===== src/rtl/bp_cfg_loader.sv =====
// Boot-time configuration loader: freezes each core, streams its CCE microcode
// from a synchronous ROM over the config network, then unfreezes it.
module bp_cfg_loader #(
    parameter int num_core_p              = 1,
    parameter int cfg_core_width_p        = 8,
    parameter int cfg_addr_width_p        = 16,
    parameter int cfg_data_width_p        = 32,
    parameter int num_cce_instr_ram_els_p = 256,
    localparam int lg_els_lp              = $clog2(num_cce_instr_ram_els_p)
) (
    input  logic                        clk_i,
    input  logic                        reset_n_i,
    input  logic                        start_i,
    output logic                        rom_v_o,
    output logic [lg_els_lp-1:0]        rom_addr_o,
    input  logic [cfg_data_width_p-1:0] rom_data_i,
    output logic                        cfg_v_o,
    input  logic                        cfg_ready_i,
    output logic [cfg_core_width_p-1:0] cfg_core_o,
    output logic [cfg_addr_width_p-1:0] cfg_addr_o,
    output logic [cfg_data_width_p-1:0] cfg_data_o,
    output logic                        busy_o,
    output logic                        done_o,
    output logic [2:0]                  debug_state
);

    // Handshake: a packet moves on a clock edge where cfg_v_o and cfg_ready_i are
    // both 1. cfg_v_o is decoded from the state register only, so it never depends
    // on cfg_ready_i, and it plus all fields stay frozen until that edge.

    typedef enum logic [2:0] {
        S_IDLE     = 3'd0,
        S_FREEZE   = 3'd1,
        S_RD       = 3'd2,
        S_SEND     = 3'd3,
        S_UNFREEZE = 3'd4,
        S_DONE     = 3'd5
    } state_e;

    localparam logic [cfg_addr_width_p-1:0] freeze_addr_lp = cfg_addr_width_p'(16'h0001);
    localparam logic [cfg_addr_width_p-1:0] ucode_base_lp  = cfg_addr_width_p'(16'h8000);
    localparam logic [lg_els_lp-1:0]        last_word_lp   = lg_els_lp'(num_cce_instr_ram_els_p - 1);
    localparam logic [cfg_core_width_p-1:0] last_core_lp   = cfg_core_width_p'(num_core_p - 1);

    state_e                        state_r, state_n;
    logic [cfg_core_width_p-1:0]   core_r;
    logic [lg_els_lp-1:0]          word_r;
    logic [cfg_data_width_p-1:0]   hold_r;
    logic                          send_first_r;
    logic                          xfer;
    logic                          load_cnt, core_inc, word_inc, word_clr;

    assign cfg_v_o     = (state_r == S_FREEZE) || (state_r == S_SEND) || (state_r == S_UNFREEZE);
    assign xfer        = cfg_v_o && cfg_ready_i;
    assign busy_o      = cfg_v_o || (state_r == S_RD);
    assign done_o      = (state_r == S_DONE);
    assign cfg_core_o  = core_r;
    assign debug_state = state_r;

    always_ff @(posedge clk_i or negedge reset_n_i) begin
        if (!reset_n_i) begin
            state_r <= S_IDLE;
        end else begin
            state_r <= state_n;
        end
    end

    always_comb begin
        state_n    = state_r;
        load_cnt   = 1'b0;
        core_inc   = 1'b0;
        word_inc   = 1'b0;
        word_clr   = 1'b0;
        rom_v_o    = 1'b0;
        rom_addr_o = '0;
        cfg_addr_o = '0;
        cfg_data_o = '0;
        case (state_r)
            S_IDLE: begin
                if (start_i) begin
                    load_cnt = 1'b1;
                    state_n  = S_FREEZE;
                end
            end
            S_FREEZE: begin
                cfg_addr_o = freeze_addr_lp;
                cfg_data_o = cfg_data_width_p'(1);
                if (xfer) state_n = S_RD;
            end
            S_RD: begin
                rom_v_o    = 1'b1;
                rom_addr_o = word_r;
                state_n    = S_SEND;
            end
            S_SEND: begin
                cfg_addr_o = ucode_base_lp + cfg_addr_width_p'(word_r);
                // ROM answers in the first SEND cycle; afterwards the held copy is shown
                cfg_data_o = send_first_r ? rom_data_i : hold_r;
                if (xfer) begin
                    if (word_r == last_word_lp) begin
                        state_n = S_UNFREEZE;
                    end else begin
                        word_inc = 1'b1;
                        state_n  = S_RD;
                    end
                end
            end
            S_UNFREEZE: begin
                cfg_addr_o = freeze_addr_lp;
                if (xfer) begin
                    if (core_r == last_core_lp) begin
                        state_n = S_DONE;
                    end else begin
                        core_inc = 1'b1;
                        word_clr = 1'b1;
                        state_n  = S_FREEZE;
                    end
                end
            end
            S_DONE: begin
                state_n = S_DONE;
            end
            default: begin
                state_n = S_IDLE;
            end
        endcase
    end

    always_ff @(posedge clk_i or negedge reset_n_i) begin
        if (!reset_n_i) begin
            core_r       <= '0;
            word_r       <= '0;
            hold_r       <= '0;
            send_first_r <= 1'b0;
        end else begin
            send_first_r <= (state_r == S_RD);
            if (send_first_r) hold_r <= rom_data_i;
            if (load_cnt) begin
                core_r <= '0;
                word_r <= '0;
            end else begin
                if (core_inc) core_r <= core_r + cfg_core_width_p'(1);
                if (word_clr) begin
                    word_r <= '0;
                end else if (word_inc) begin
                    word_r <= word_r + lg_els_lp'(1);
                end
            end
        end
    end

endmodule


===== config.mk =====
export PLATFORM = sky130hd
export DESIGN_NAME = bp_cfg_loader
export DESIGN_NICKNAME = d
export VERILOG_FILES = /design/src/rtl/bp_cfg_loader.sv
export SDC_FILE = /design/constraint.sdc
export NUM_CORES = 1
export LEC_CHECK = 0
export ABC_AREA = 0
export BUFFER_PORTS_ARGS = -buffer_cell sky130_fd_sc_hd__buf_4
export CORE_ASPECT_RATIO = 0.75
export CORE_MARGIN = 10
export CORE_UTILIZATION = 32
export DETAILED_ROUTE_END_ITERATION = 6
export HOLD_SLACK_MARGIN = 0.05
export PLACE_DENSITY = 0.59
export SKIP_CTS_REPAIR_TIMING = 1
export SYNTH_ARGS = -nofsm -noshare
export SYNTH_HDL_FRONTEND = slang
export SYNTH_SLANG_ARGS = --single-unit

===== constraint.sdc =====
create_clock -name clk_i -period 2.1 [get_ports clk_i]
set_input_delay 0.21 -clock clk_i [delete_from_list [all_inputs] [get_ports clk_i]]
set_output_delay 0.21 -clock clk_i [all_outputs]
set_load 0.01 [all_outputs]

# Yosys cells after proc, flatten, opt, wreduce, memory -nomap -nowiden
# Index checks and enable logic that the tools add are counted.
[classes]
n_div = 0
n_eq_ne = 10
n_reduce_logical = 10
n_lt_le_gt_ge = 0
n_addsub = 3
bitwise = 0
n_mul = 0
n_mux = 25
n_shift = 0
[ops]
columns = ["operator", "count"]
rows = [
  ["one-hot mux 32 bit (2 select lines)", 1],
  ["2-to-1 mux 8 bit", 6],
  ["2-to-1 mux 32 bit", 1],
  ["one-hot mux 16 bit (2 select lines)", 1],
  ["2-to-1 mux 3 bit", 6],
  ["one-hot mux 3 bit (6 select lines)", 1],
  ["adder 16 x 8 -> 16 bit, first input constant", 1],
  ["adder 8 x 1 -> 8 bit, second input constant", 2],
  ["2-to-1 mux 1 bit", 9],
  ["== test 8 bit, second input constant", 1],
  ["logical NOT 8 bit", 1],
  ["inequality test 2 bit, second input constant", 4],
  ["== test 3 x 2 -> 1 bit, second input constant", 2],
  ["== test 3 bit, second input constant", 2],
  ["AND reduction 4 bit", 1],
  ["== test 3 x 1 -> 1 bit, second input constant", 1],
  ["logical NOT 3 bit", 1],
  ["logical OR 1 bit", 3],
  ["nonzero test 3 bit", 1],
  ["nonzero test 2 bit", 1],
  ["OR reduction 2 bit", 1],
  ["logical AND 1 bit", 1],
]
[word_totals]
mem_bits_ro = 0
regBits = 52
output_inout_bits = 71
ramBits = 0
input_bits = 36
memories = 0
wordCells = 53
latchBits = 0

# Depth between registers and ports, before layout
[logic_depth]
ltp_word = 9
depth_mapped = 6
depth_no_buf = 6

# Worst setup path after synthesis
# No wires, ideal clock.
[synth_timing]
path_type = "reg-to-output"
start = "register state_r[0], in the netlist debug_state[0]"
end = "output rom_addr_o[0]"
stages_incl_launch_ff = 4
path_slack_ns = 0.356
required_ns = 1.890
path_buffers = 1
t_arrival_ns = 1.534
cell_sequence = "dfrtp_1 -> clkbuf_1 -> nor3_1 -> and2_1"
[synth_between]
elab_chain_cells = 2
[synth_rtl]
columns = ["item", "line", "source"]
rows = [
  ["start: declaration", "45", "state_e state_r, state_n;"],
  ["start signal: assignment", "64", "state_r <= state_n;"],
  ["== test 3 x 2 -> 1 bit", "78", "case (state_r)"],
  ["2-to-1 mux 8 bit", "78", ""],
  ["end: declaration", "15", "output logic [lg_els_lp-1:0] rom_addr_o,"],
]
# No other way between the ends.

# Worst setup path in the final report
[layout_timing]
start = "register state_r[2], in the netlist debug_state[2]"
end = "output busy_o"
[layout_between]
elab_chain_cells = 4
word_cells_on_any_way = 7
cone_classes = "4 x eq/ne; 3 x reduce/logical"
[layout_rtl]
columns = ["item", "line", "source"]
rows = [
  ["== test 3 x 1 -> 1 bit / == test 3 x 2 -> 1 bit (equally long branches)", "53", "assign cfg_v_o = (state_r == S_FREEZE) || (state_r == S_SEND) || (state_r == S_UNFREEZE);"],
  ["logical OR 1 bit (2 in series)", "53", ""],
  ["logical OR 1 bit *", "55", "assign busy_o = cfg_v_o || (state_r == S_RD);"],
  ["end: declaration", "22", "output logic busy_o,"],
]
# Every way passes the cells marked *; elsewhere a longest branch is shown, timed or not.

==> metrics.txt <==
Detail Route Antenna Nets 0; Clock Skew 5.74 ps; 1st-iter DRT viols 71; Worst EP arrival 1730 ps; Placed Area 0.00356 mm2; setup violators final 0; Mapped Cells 252; total core area 0.00806 mm2; hold crit path type in2reg; final net count 388; Yosys cell types 45; setup slack, reg-to-reg 270 ps; # fillers 772; CTS Buffer Depth 2; worst hold slack 153 ps; die width 126 um; crit path max fanout 9; CP Data Required Time 1890 ps; fraction of layout cells with a size suffix above 1 44.0%; Post-Syn Area 0.00271 mm2; Post-synth EDFFs 0; number of port buffers 99; Clock transition at path regs 70 ps; Finished Cell Area 0.00375 mm2; CTS buffer count 5; largest net degree at the start of global routing 53; maximum clock frequency 0.517 GHz; Most used DFF post-synth dfrtp_1; CP max-delay cell dfrtp_1; RSZ-0062 raised after global routing false; latest clock arrival within the worst-skew pair 290 ps; Syn. warnings 0; status finished, final reports clean; CP Class reg2out; routed len/inst 16.8 um; Hold Fails Final Rpt 0; crit path launch type flop; P_leak 1.87 nW; most used cell, CP buf_4; Initial Util 33.7%; PwrDens 829 mW/mm2; largest stage delay on the critical path 520 ps; first-pass GRT wire length 12.6 mm; max-slew violation count 0; GR Overflow Total 0; crit-path leading delay family flip-flops; IO Pins 107; Crit. Startpoint debug_state[2]; vias in the first global route 2298; Layout area overhead 38.1%; DR vias 2219; post-synthesis register bit count 52; Crit Reg-Reg Startpoint debug_state[2]; final worst-path cycle share 92.2%; Syn Area/Cell 10.8 um2; WL final 7.65 mm; gr usage total 11.9%; crit end category primary output; Remaining DRCs 0; antenna cells 0; htree depth 2; CTS tree yes; CTS root buf clkbuf_16; max-cap violations 0; Hold Path Origin rom_data_i[10]; Placer Congestion 0.827; HPWL after DPL 5.79 mm; slew of the pin with the lowest slew margin 673 ps; sequential share of the synthesized area 47.9%; relative slew slack 55.1%; Peak supply drop 0.442 mV; crit path buf inv count 2; CP cell instances buf_4 > nand2b_1 > o21ai_0 > or2_2 > buf_4; fraction of registers with async set/reset 100%; die height 99.8 um; initial antenna violation count 0; Vias/cell 4.88; Final min period 1940 ps; DIE AREA 0.0126 mm2; 1st-pass router iterations 4; Sink Count 52; Rows 28; Pwr Total 0.00311 W
worst paths after layout:
check                                 endpoint  depth (start not counted)
worst max-delay path                    busy_o                          5
worst min-delay path                hold_r[10]                          2
worst max register to register   cfg_core_o[7]                          5
worst min register to register      hold_r[23]                          1
max in group asynchronous       debug_state[1]                          2
min in group asynchronous           hold_r[14]                          2
layer usage:
layer | vias up | wire, um | GRT usage, %
met4 | 0 | 49 | 2.10
met1 | 1055 | 3920 | 16.7
met5 | - | 0 | 0
li1 | 1083 | - | -
met3 | 5 | 551 | 4.24
met2 | 76 | 3130 | 17.3
power breakdown:
part	internal [W]	switching [W]
clock network	0.000560	0.000363
registers	0.00116	0.000128
logic	0.000483	0.000413
cell usage after synthesis (all sizes together), types with 2 or more instances:
library cell,n,area share (%)
xor2,7,2.3
buf,11,2.9
nand4,2,0.46
nor3,2,0.37
or3,2,0.46
nor2,13,1.8
o211ai,5,1.9
inv,4,0.55
mux2,32,13
xnor2,2,0.65
a21oi,6,1.2
ha,3,1.4
nor4,2,0.46
dfrtp,52,48
and2,11,2.5
o31ai,2,0.55
or4,2,0.69
and3,40,9.2
nand3,9,1.8
o21ai,5,0.92
clkbuf,11,1.5
nand2,12,1.7
mux2i,2,0.74
worst reg2reg max path, delay by kind of cell, from the launching register on:
kind / cells / cell delay [ps]
buffers and inverters: 1 / 220
DFF: 1 / 520
and+or+nand+nor: 4 / 1040
flip-flops by register name (all words and copies together) (netlist names):
signal and flops:
hold_r 32, cfg_core_o 8, send_first_r 1, debug_state 3, word_r 8
layout by cell type, fill, tap and decap left out, types with 3 or more instances in the layout:
| cell type | Yosys | final |
|---|---|---|
| buf_4 | 7 | 103 |
| dfrtp_1 | 52 | 50 |
| and3_1 | 40 | 40 |
| mux2_2 | 30 | 30 |
| nor2_1 | 13 | 13 |
| nand2_1 | 12 | 12 |
| and2_1 | 11 | 11 |
| nand3_1 | 8 | 8 |
| xor2_1 | 7 | 7 |
| conb_1 | 1 | 7 |
| o21ai_0 | 5 | 5 |
| a21oi_1 | 5 | 5 |
| clkbuf_16 | 0 | 5 |
| inv_1 | 4 | 4 |
| o211ai_1 | 4 | 4 |
| ha_1 | 3 | 3 |
cell families after synthesis:
kind of cell / synth area share (%)
buf+inv: 4.98
xor+xnor: 2.90
fa+ha+maj: 1.38
mux: 14.0
other cells: 0.138
flops: 47.9
compound gates: 6.50
simple gates: 22.1
stage by stage:
step | setup WS [ps] | instances | util, % | setup TNS, ps
floorplan | 356 | 258 | - | 0
global placement | 345 | 446 | 44.2 | 0
detailed placement | 302 | 446 | 44.2 | 0
CTS | -20.6 | 454 | 46.3 | -48.5
global route | 62.0 | 455 | 46.5 | 0
finish | 165 | 455 | 46.5 | 0
area by class of cell:
class                           count  area [um2]  share of cell area, %
Tap cell                          105         131                   3.50
Inverter                            4        15.0                  0.401
Multi-Input combinational cell    180        1310                   34.9
Clock buffer                        5         125                   3.34
Sequential cell                    52        1300                   34.8
Clock inverter                      3        42.5                   1.13
Timing Repair Buffer              106         823                   22.0
Note: power is estimated with default switching activity, not from simulation.
